$ cat config.mk
export PLATFORM = sky130hd
export DESIGN_NAME = dmem_sram_bridge
export DESIGN_NICKNAME = d
export VERILOG_FILES = /design/src/rtl/dmem_sram_bridge_pkg.sv /design/src/rtl/dmem_sram_bridge_wen_to_size.sv /design/src/rtl/dmem_sram_bridge.sv
export SDC_FILE = /design/constraint.sdc
export NUM_CORES = 1
export LEC_CHECK = 0
export ABC_AREA = 1
export BUFFER_PORTS_ARGS = -buffer_cell sky130_fd_sc_hd__buf_4
export CAP_MARGIN = 20
export CORE_UTILIZATION = 30
export CTS_CLUSTER_DIAMETER = 40
export CTS_CLUSTER_SIZE = 28
export DETAILED_ROUTE_END_ITERATION = 16
export PLACE_DENSITY_LB_ADDON = 0.08
export SLEW_MARGIN = 20
export SYNTH_ARGS = -nofsm -noshare
export SYNTH_HDL_FRONTEND = slang
export SYNTH_SLANG_ARGS = --single-unit
$ cat constraint.sdc
create_clock -name clk -period 3.1 [get_ports clk]
set_input_delay 0.62 -clock clk [delete_from_list [all_inputs] [get_ports clk]]
set_output_delay 0.62 -clock clk [all_outputs]
set_load 0.01 [all_outputs]
$ cat src/rtl/dmem_sram_bridge_pkg.sv
// Shared definitions for the data-memory to SRAM-bus bridge: FSM states,
// bus transfer sizes and the kseg0/kseg1 virtual-to-physical mapping.
package dmem_sram_bridge_pkg;

  typedef enum logic [1:0] {
    ST_IDLE = 2'd0,
    ST_REQ  = 2'd1,
    ST_WAIT = 2'd2,
    ST_DONE = 2'd3
  } state_e;

  localparam logic [1:0] SIZE_BYTE = 2'd0;
  localparam logic [1:0] SIZE_HALF = 2'd1;
  localparam logic [1:0] SIZE_WORD = 2'd2;

  localparam logic [31:0] KSEG_PHYS_MASK = 32'h1FFF_FFFF;

  // kseg0 and kseg1 (0x8000_0000-0xBFFF_FFFF) alias the low 512 MB of physical space.
  function automatic logic [31:0] map_addr(input logic [31:0] vaddr, input logic map_en);
    logic [31:0] paddr;
    paddr = vaddr;
    if (map_en && (vaddr[31:30] == 2'b10)) begin
      paddr = vaddr & KSEG_PHYS_MASK;
    end
    return paddr;
  endfunction

endpackage

$ cat src/rtl/dmem_sram_bridge_wen_to_size.sv
// Decodes the core's byte write enables into bus direction and transfer size.
// Patterns that are not a byte, an aligned half or a full word are flagged illegal.
module dmem_sram_bridge_wen_to_size
  import dmem_sram_bridge_pkg::*;
(
  input  logic [3:0] wen,
  output logic       wr,
  output logic [1:0] size,
  output logic       illegal
);

  always_comb begin
    wr      = 1'b1;
    size    = SIZE_BYTE;
    illegal = 1'b0;
    unique case (wen)
      4'b0000: begin
        wr   = 1'b0;
        size = SIZE_WORD;
      end
      4'b1111:                            size = SIZE_WORD;
      4'b0011, 4'b1100:                   size = SIZE_HALF;
      4'b0001, 4'b0010, 4'b0100, 4'b1000: size = SIZE_BYTE;
      default:                            illegal = 1'b1;
    endcase
  end

endmodule

$ cat src/rtl/dmem_sram_bridge.sv
// Bridges the core's single-cycle data-memory port onto a split-transaction
// SRAM-like bus, stalling the core until the response arrives.
module dmem_sram_bridge
  import dmem_sram_bridge_pkg::*;
#(
  parameter bit ADDR_MAP_EN = 1'b1
) (
  input  logic        clk,
  input  logic        rst,
  input  logic        cpu_mem_en,
  input  logic [3:0]  cpu_mem_wen,
  input  logic [31:0] cpu_mem_addr,
  input  logic [31:0] cpu_wdata,
  input  logic        cpu_advance,
  output logic [31:0] cpu_rdata,
  output logic        cpu_stall,
  output logic        data_req,
  output logic        data_wr,
  output logic [1:0]  data_size,
  output logic [31:0] data_addr,
  output logic [31:0] data_wdata,
  input  logic        data_addr_ok,
  input  logic        data_data_ok,
  input  logic [31:0] data_rdata
);

  state_e      state_q, state_d;
  logic        data_req_q, data_req_d;
  logic        data_wr_q, data_wr_d;
  logic [1:0]  data_size_q, data_size_d;
  logic [31:0] data_addr_q, data_addr_d;
  logic [31:0] data_wdata_q, data_wdata_d;
  logic [31:0] cpu_rdata_q, cpu_rdata_d;

  logic        req_wr;
  logic [1:0]  req_size;
  logic        req_illegal;
  logic [31:0] req_paddr;

  dmem_sram_bridge_wen_to_size u_wen_to_size (
    .wen     (cpu_mem_wen),
    .wr      (req_wr),
    .size    (req_size),
    .illegal (req_illegal)
  );

  // Reads always fetch the whole aligned word; the core picks the lanes it needs.
  always_comb begin
    req_paddr = map_addr(cpu_mem_addr, ADDR_MAP_EN);
    if (!req_wr) begin
      req_paddr[1:0] = 2'b00;
    end
  end

  always_ff @(posedge clk or posedge rst) begin
    if (rst) begin
      state_q      <= ST_IDLE;
      data_req_q   <= 1'b0;
      data_wr_q    <= 1'b0;
      data_size_q  <= SIZE_BYTE;
      data_addr_q  <= 32'h0;
      data_wdata_q <= 32'h0;
      cpu_rdata_q  <= 32'h0;
    end else begin
      state_q      <= state_d;
      data_req_q   <= data_req_d;
      data_wr_q    <= data_wr_d;
      data_size_q  <= data_size_d;
      data_addr_q  <= data_addr_d;
      data_wdata_q <= data_wdata_d;
      cpu_rdata_q  <= cpu_rdata_d;
    end
  end

  always_comb begin
    state_d      = state_q;
    data_req_d   = data_req_q;
    data_wr_d    = data_wr_q;
    data_size_d  = data_size_q;
    data_addr_d  = data_addr_q;
    data_wdata_d = data_wdata_q;
    cpu_rdata_d  = cpu_rdata_q;
    cpu_stall    = 1'b0;

    unique case (state_q)
      ST_IDLE: begin
        // Bus responses seen here are stale (e.g. left over from a reset mid-access).
        if (cpu_mem_en) begin
          cpu_stall    = 1'b1;
          state_d      = ST_REQ;
          data_req_d   = 1'b1;
          data_wr_d    = req_wr;
          data_size_d  = req_size;
          data_addr_d  = req_paddr;
          data_wdata_d = cpu_wdata;
        end
      end
      ST_REQ: begin
        cpu_stall = 1'b1;
        if (data_addr_ok) begin
          data_req_d = 1'b0;
          if (data_data_ok) begin
            state_d = ST_DONE;
            if (!data_wr_q) begin
              cpu_rdata_d = data_rdata;
            end
          end else begin
            state_d = ST_WAIT;
          end
        end
      end
      ST_WAIT: begin
        cpu_stall = 1'b1;
        if (data_data_ok) begin
          state_d = ST_DONE;
          if (!data_wr_q) begin
            cpu_rdata_d = data_rdata;
          end
        end
      end
      ST_DONE: begin
        // cpu_mem_en is still high for the finished instruction; only advance releases us.
        if (cpu_advance) begin
          state_d = ST_IDLE;
        end
      end
      default: state_d = ST_IDLE;
    endcase
  end

  assign cpu_rdata  = cpu_rdata_q;
  assign data_req   = data_req_q;
  assign data_wr    = data_wr_q;
  assign data_size  = data_size_q;
  assign data_addr  = data_addr_q;
  assign data_wdata = data_wdata_q;

  a_legal_wen: assert property (@(posedge clk) disable iff (rst)
    (state_q == ST_IDLE && cpu_mem_en) |-> !req_illegal);

  a_no_early_data_ok: assert property (@(posedge clk) disable iff (rst)
    (state_q == ST_REQ && !data_addr_ok) |-> !data_data_ok);

endmodule

## Word-level counts from Yosys, hierarchy flattened

Cells that the tools add are included.
Widths: inputs -> output; s select.

- Logic and storage cells: 48
- Input port bits: 106
- Flip-flop bits (word level): 102

- Reduce and logical (&&, ||, !) cells: 11
- Mux-type cells: 19
- Equal/unequal tests: 11

Operators by type and width:

| operator | number |
|---|---|
| $mux 32 | 4 |
| $pmux 32 s2 | 1 |
| $mux 2 | 5 |
| $eq 4x4->1 const B | 2 |
| $ne 2x2->1 const B | 4 |
| $pmux 2 s4 | 1 |
| $eq 2x2->1 const B | 3 |
| $reduce_or 2->1 | 3 |
| $mux 1 | 5 |
| $eq 4x2->1 const B | 1 |
| $logic_not 4->1 | 1 |
| $pmux 1 s2 | 2 |
| $pmux 2 s2 | 1 |
| $reduce_and 2->1 | 2 |
| $reduce_and 4->1 | 1 |
| $reduce_bool 2->1 | 2 |
| $reduce_and 3->1 | 1 |
| $eq 2x1->1 const B | 1 |
| $logic_not 2->1 | 1 |

## Longest topological paths before layout

- Depth after elaboration: 4
- Depth in mapped cells: 8

## By module

Synthesis repeated with hierarchy kept, for this count alone.

- Cell total of the unflattened synthesis: 478
- Area, all modules: 4291.6 um2

Modules (own cells, without submodules):

| module | seq. area each (um2) | area each (um2) | times used | cells each |
|---|---|---|---|---|
| dmem_sram_bridge | 2552.4 | 4207.8 | 1 | 457 |
| dmem_sram_bridge_wen_to_size | 0.0 | 83.8 | 1 | 21 |

## Worst setup path before layout

OpenSTA, ideal clock, no wires.

- Path kind: reg-to-output
- From: register state_q[0]
- To: output port cpu_stall
- Path buffers: 1
- Arrival: 1.249 ns
- Cell stages (with the launch flop): 6
- Setup slack: 1.231 ns
- Path through: dfrtp_1 inv_1 ha_1 nand2_2 buf_2 a21oi_1

- Longest elaborated chain between the ends: 3
- Elaborated cells on any way between the ends: 5
- Classes of those cells: eq/ne: 2; mux: 1; reduce/logical: 2

RTL lines:

| item | line | RTL |
|---|---|---|
| from (decl) | dmem_sram_bridge.sv:27 | `state_e state_q, state_d;` |
| from (signal assigned) | dmem_sram_bridge.sv:65 | `state_q <= state_d;` |
| $eq 2x2->1 / $eq 2x1->1 (equally long branches) | dmem_sram_bridge.sv:85 | `unique case (state_q)` |
| $reduce_or 2->1 (no line) | n/a |  |
| $pmux 1 s2 * | dmem_sram_bridge.sv:85 |  |
| to (decl) | dmem_sram_bridge.sv:16 | `output logic cpu_stall,` |

Every way passes the cells marked *; elsewhere a longest branch is shown, timed or not.

## Worst setup path after layout

Same ends and word-level chain as after synthesis.

==> impl_results.md <==
* CTS root buf: clkbuf_16
* Die Y at 121 um
* Seq. cell area at 2550 um^2
* Post-CTS setup buffer count at 0
* Lkg Pwr at 3.52 nW
* GPL Wtd Cong at 0.752
* Layout net count at 778
* Syn Nets at 576
* VDD IR max at 0.482 mV
* Avg Inst Size Synth at 9.22 um^2
* Clock skew at 0.00396 ns
* Std-Cell Core Area at 13900 um^2
* Global-route wire length before repair at 17.5 mm
* Setup TNS at 0 ns
* Async set-reset flop share out of synthesis at 1.00
* Num CTS Buffers at 9
* Max-cap violation count at 0
* Unrepaired setup endpoints after global routing: no
* Max-slew violation count at 0
* TritonCTS clock tree: yes
* CP max FO at 27
* Total GRT Usage at 0.155
* Number of synthesized register bits at 102
* Port Buf Inserts at 206
* Sw Pwr at 2.23 mW
* Number of global-route vias before repair at 3523
* Post-CTS Resized at 0
* Share of layout cells above drive strength 1 at 0.392
* Clock power share at 0.179
* Mapped cell area at 4280 um^2
* Min-Delay Path Class: in2async
* Register area share after synthesis at 0.597
* Hold Worst Slack at 0.412 ns
* Initial antenna violation count at 0
* Outcome: finished, final reports clean
* Row cnt at 43
* Fin crit period at 2.53 ns
* Setup CP Type: reg2out
* Ports at 207
* Slew @ Worst Pin at 0.790 ns
* Residual DRC at 0
* Worst rel slew slack at 0.472
* Hold_buf cts at 0
* Layout Cells excl Fill at 851
* Synth Instances at 464
* Syn. warnings at 0
* CTS clk-pin slew, worst paths at 0.07 ns
* CP arrival at 1.91 ns
* Multi-input logic area at 1390 um^2
* Required @ worst endpoint at 2.48 ns
* Initial DRC count at 188
* Top post-synthesis cells by area: dfrtp_1 (60%), nand2_1 (21%), o21ai_2 (6.6%), inv_1 (3.5%), buf_6 (3.4%)
* DR vias at 3550
* Post-synth EDFFs at 0
* Final HPWL DP at 7.79 mm
* Switch share at 0.367
* Die area at 14700 um^2
* Startpoint Class: register
* Htree depth at 3
* Int Pwr at 3.84 mW
* Antenna-violating nets left at 0
* Setup violators final at 0
* Grt total ovfl at 0
* Latest clock arrival within the worst-skew pair at 0.34 ns
* Final period utilization at 0.815
* Pwr/cell area at 976 nW/um^2
* Drt total wl at 10.9 mm
* Pin count of the biggest net entering global routing at 65
* Fill count at 1364
* Synth Flop Type: dfrtp_1
* Yosys cell types at 18
* Wire per inst at 12.8 um
* Syn-to-layout area delta at 45.4%
* Chip width at 121 um
* Sequential group share of total power at 0.382
* Top cells by count, synth: nand2_1 (241), dfrtp_1 (102), inv_1 (40)
* Diode count at 0
* Max Fclk at 396 MHz
* Drt via density at 4.17
* Max Root-Sink Buffers at 2
* Starting Density at 0.308
* Drt first pass iters at 4
* Clock Sinks at 102
* Overall Power at 6.07 mW
* Share of the synthesized area in the top cell type at 0.597
* Synth area leader: dfrtp_1
* Crit. End Element: primary output
* Most frequent cell after synthesis: nand2_1
* Final Hold Vio Count at 0
* Placed Cells at 835
* Power share of the combinational group at 0.439
-- logic make-up (layout without fill, tap and decap cells) --
family,after synthesis,count (layout),share of synthesized area
fa+ha+maj,6,6,0.0175
compound gates,42,42,0.0772
flops,102,102,0.597
buf+inv,61,268,0.0787
simple gates,253,253,0.230
-- path summary, 6_finish.rpt --
path / startpoint / end / slack, ns / cells past startpoint
setup / recovery: state_q[0] / cpu_stall / 0.57 / 5
hold reg to reg: data_addr[4] / data_addr[4] / 0.48 / 2
max in group asynchronous: rst / cpu_rdata[1] / 2.02 / 3
min in group clk: cpu_wdata[6] / data_wdata[6] / 0.47 / 3
setup reg to reg: state_q[0] / data_addr[31] / 0.85 / 6
hold / removal: rst / cpu_rdata[4] / 0.41 / 2
-- cells in the final DEF, fill, tap and decap left out, types with 2 or more instances in the layout --
cell type   instances
nand2_1           241
buf_4             208
dfrtp_1           102
inv_1              39
o21ai_2            32
clkbuf_16           9
o21ai_0             8
ha_1                6
nor2_1              4
nand3_1             3
clkinvlp_4          3
clkbuf_8            3
a21oi_1             2
clkbuf_1            2
buf_12              2
-- power by group through the flow --
stage	registers (mW)	logic [mW]	clock network, mW
2_1_floorplan	2.58	1.21	0
3_3_place_gp	2.32	2.69	0
3_5_place_dp	2.33	2.73	0
4_1_cts	2.32	2.72	1.14
5_1_grt	2.40	2.99	1.18
6_report	2.32	2.67	1.09
-- through the flow --
| stage | setup WS [ns] | cell area [um^2] | utilization |
|---|---|---|---|
| global route | 0.393 | 6220 | 0.448 |
| finish | 0.574 | 6220 | 0.448 |
| global placement | 0.926 | 5930 | 0.427 |
| floorplan | 1.23 | 4280 | - |
| CTS | 0.531 | 6220 | 0.448 |
| detailed placement | 0.793 | 5930 | 0.427 |
-- worst max-delay path, cell delays in order (launching register included) --
cell,delay (ns)
dfrtp_1,0.44
inv_1,0.14
ha_1,0.22
nand2_2,0.36
a21oi_1,0.25
buf_4,0.15
-- final cells by class --
cell class,count,share of cell area
Sequential cell,102,0.410
Clock inverter,2,0.00241
Inverter,42,0.0263
Clock buffer,14,0.0440
Tap cell,180,0.0362
Multi-Input combinational cell,301,0.223
Timing Repair Buffer,210,0.257
-- flip-flops by register name, indices dropped and copies added, names as in the netlist --
name / count
cpu_rdata: 32
data_addr: 32
data_req: 1
data_size: 2
data_wdata: 32
data_wr: 1
state_q: 2
-- routing by layer --
metal / share of wire / up-vias / global-route usage / routed length, um
met4: 0.010 / 0 / 0.0417 / 110
met1: 0.43 / 1620 / 0.187 / 4670
met3: 0.089 / 8 / 0.0681 / 964
li1: - / 1798 / - / -
met5: 0 / - / 0 / 0
met2: 0.47 / 124 / 0.250 / 5130
Power figures use the tool's default switching activity.
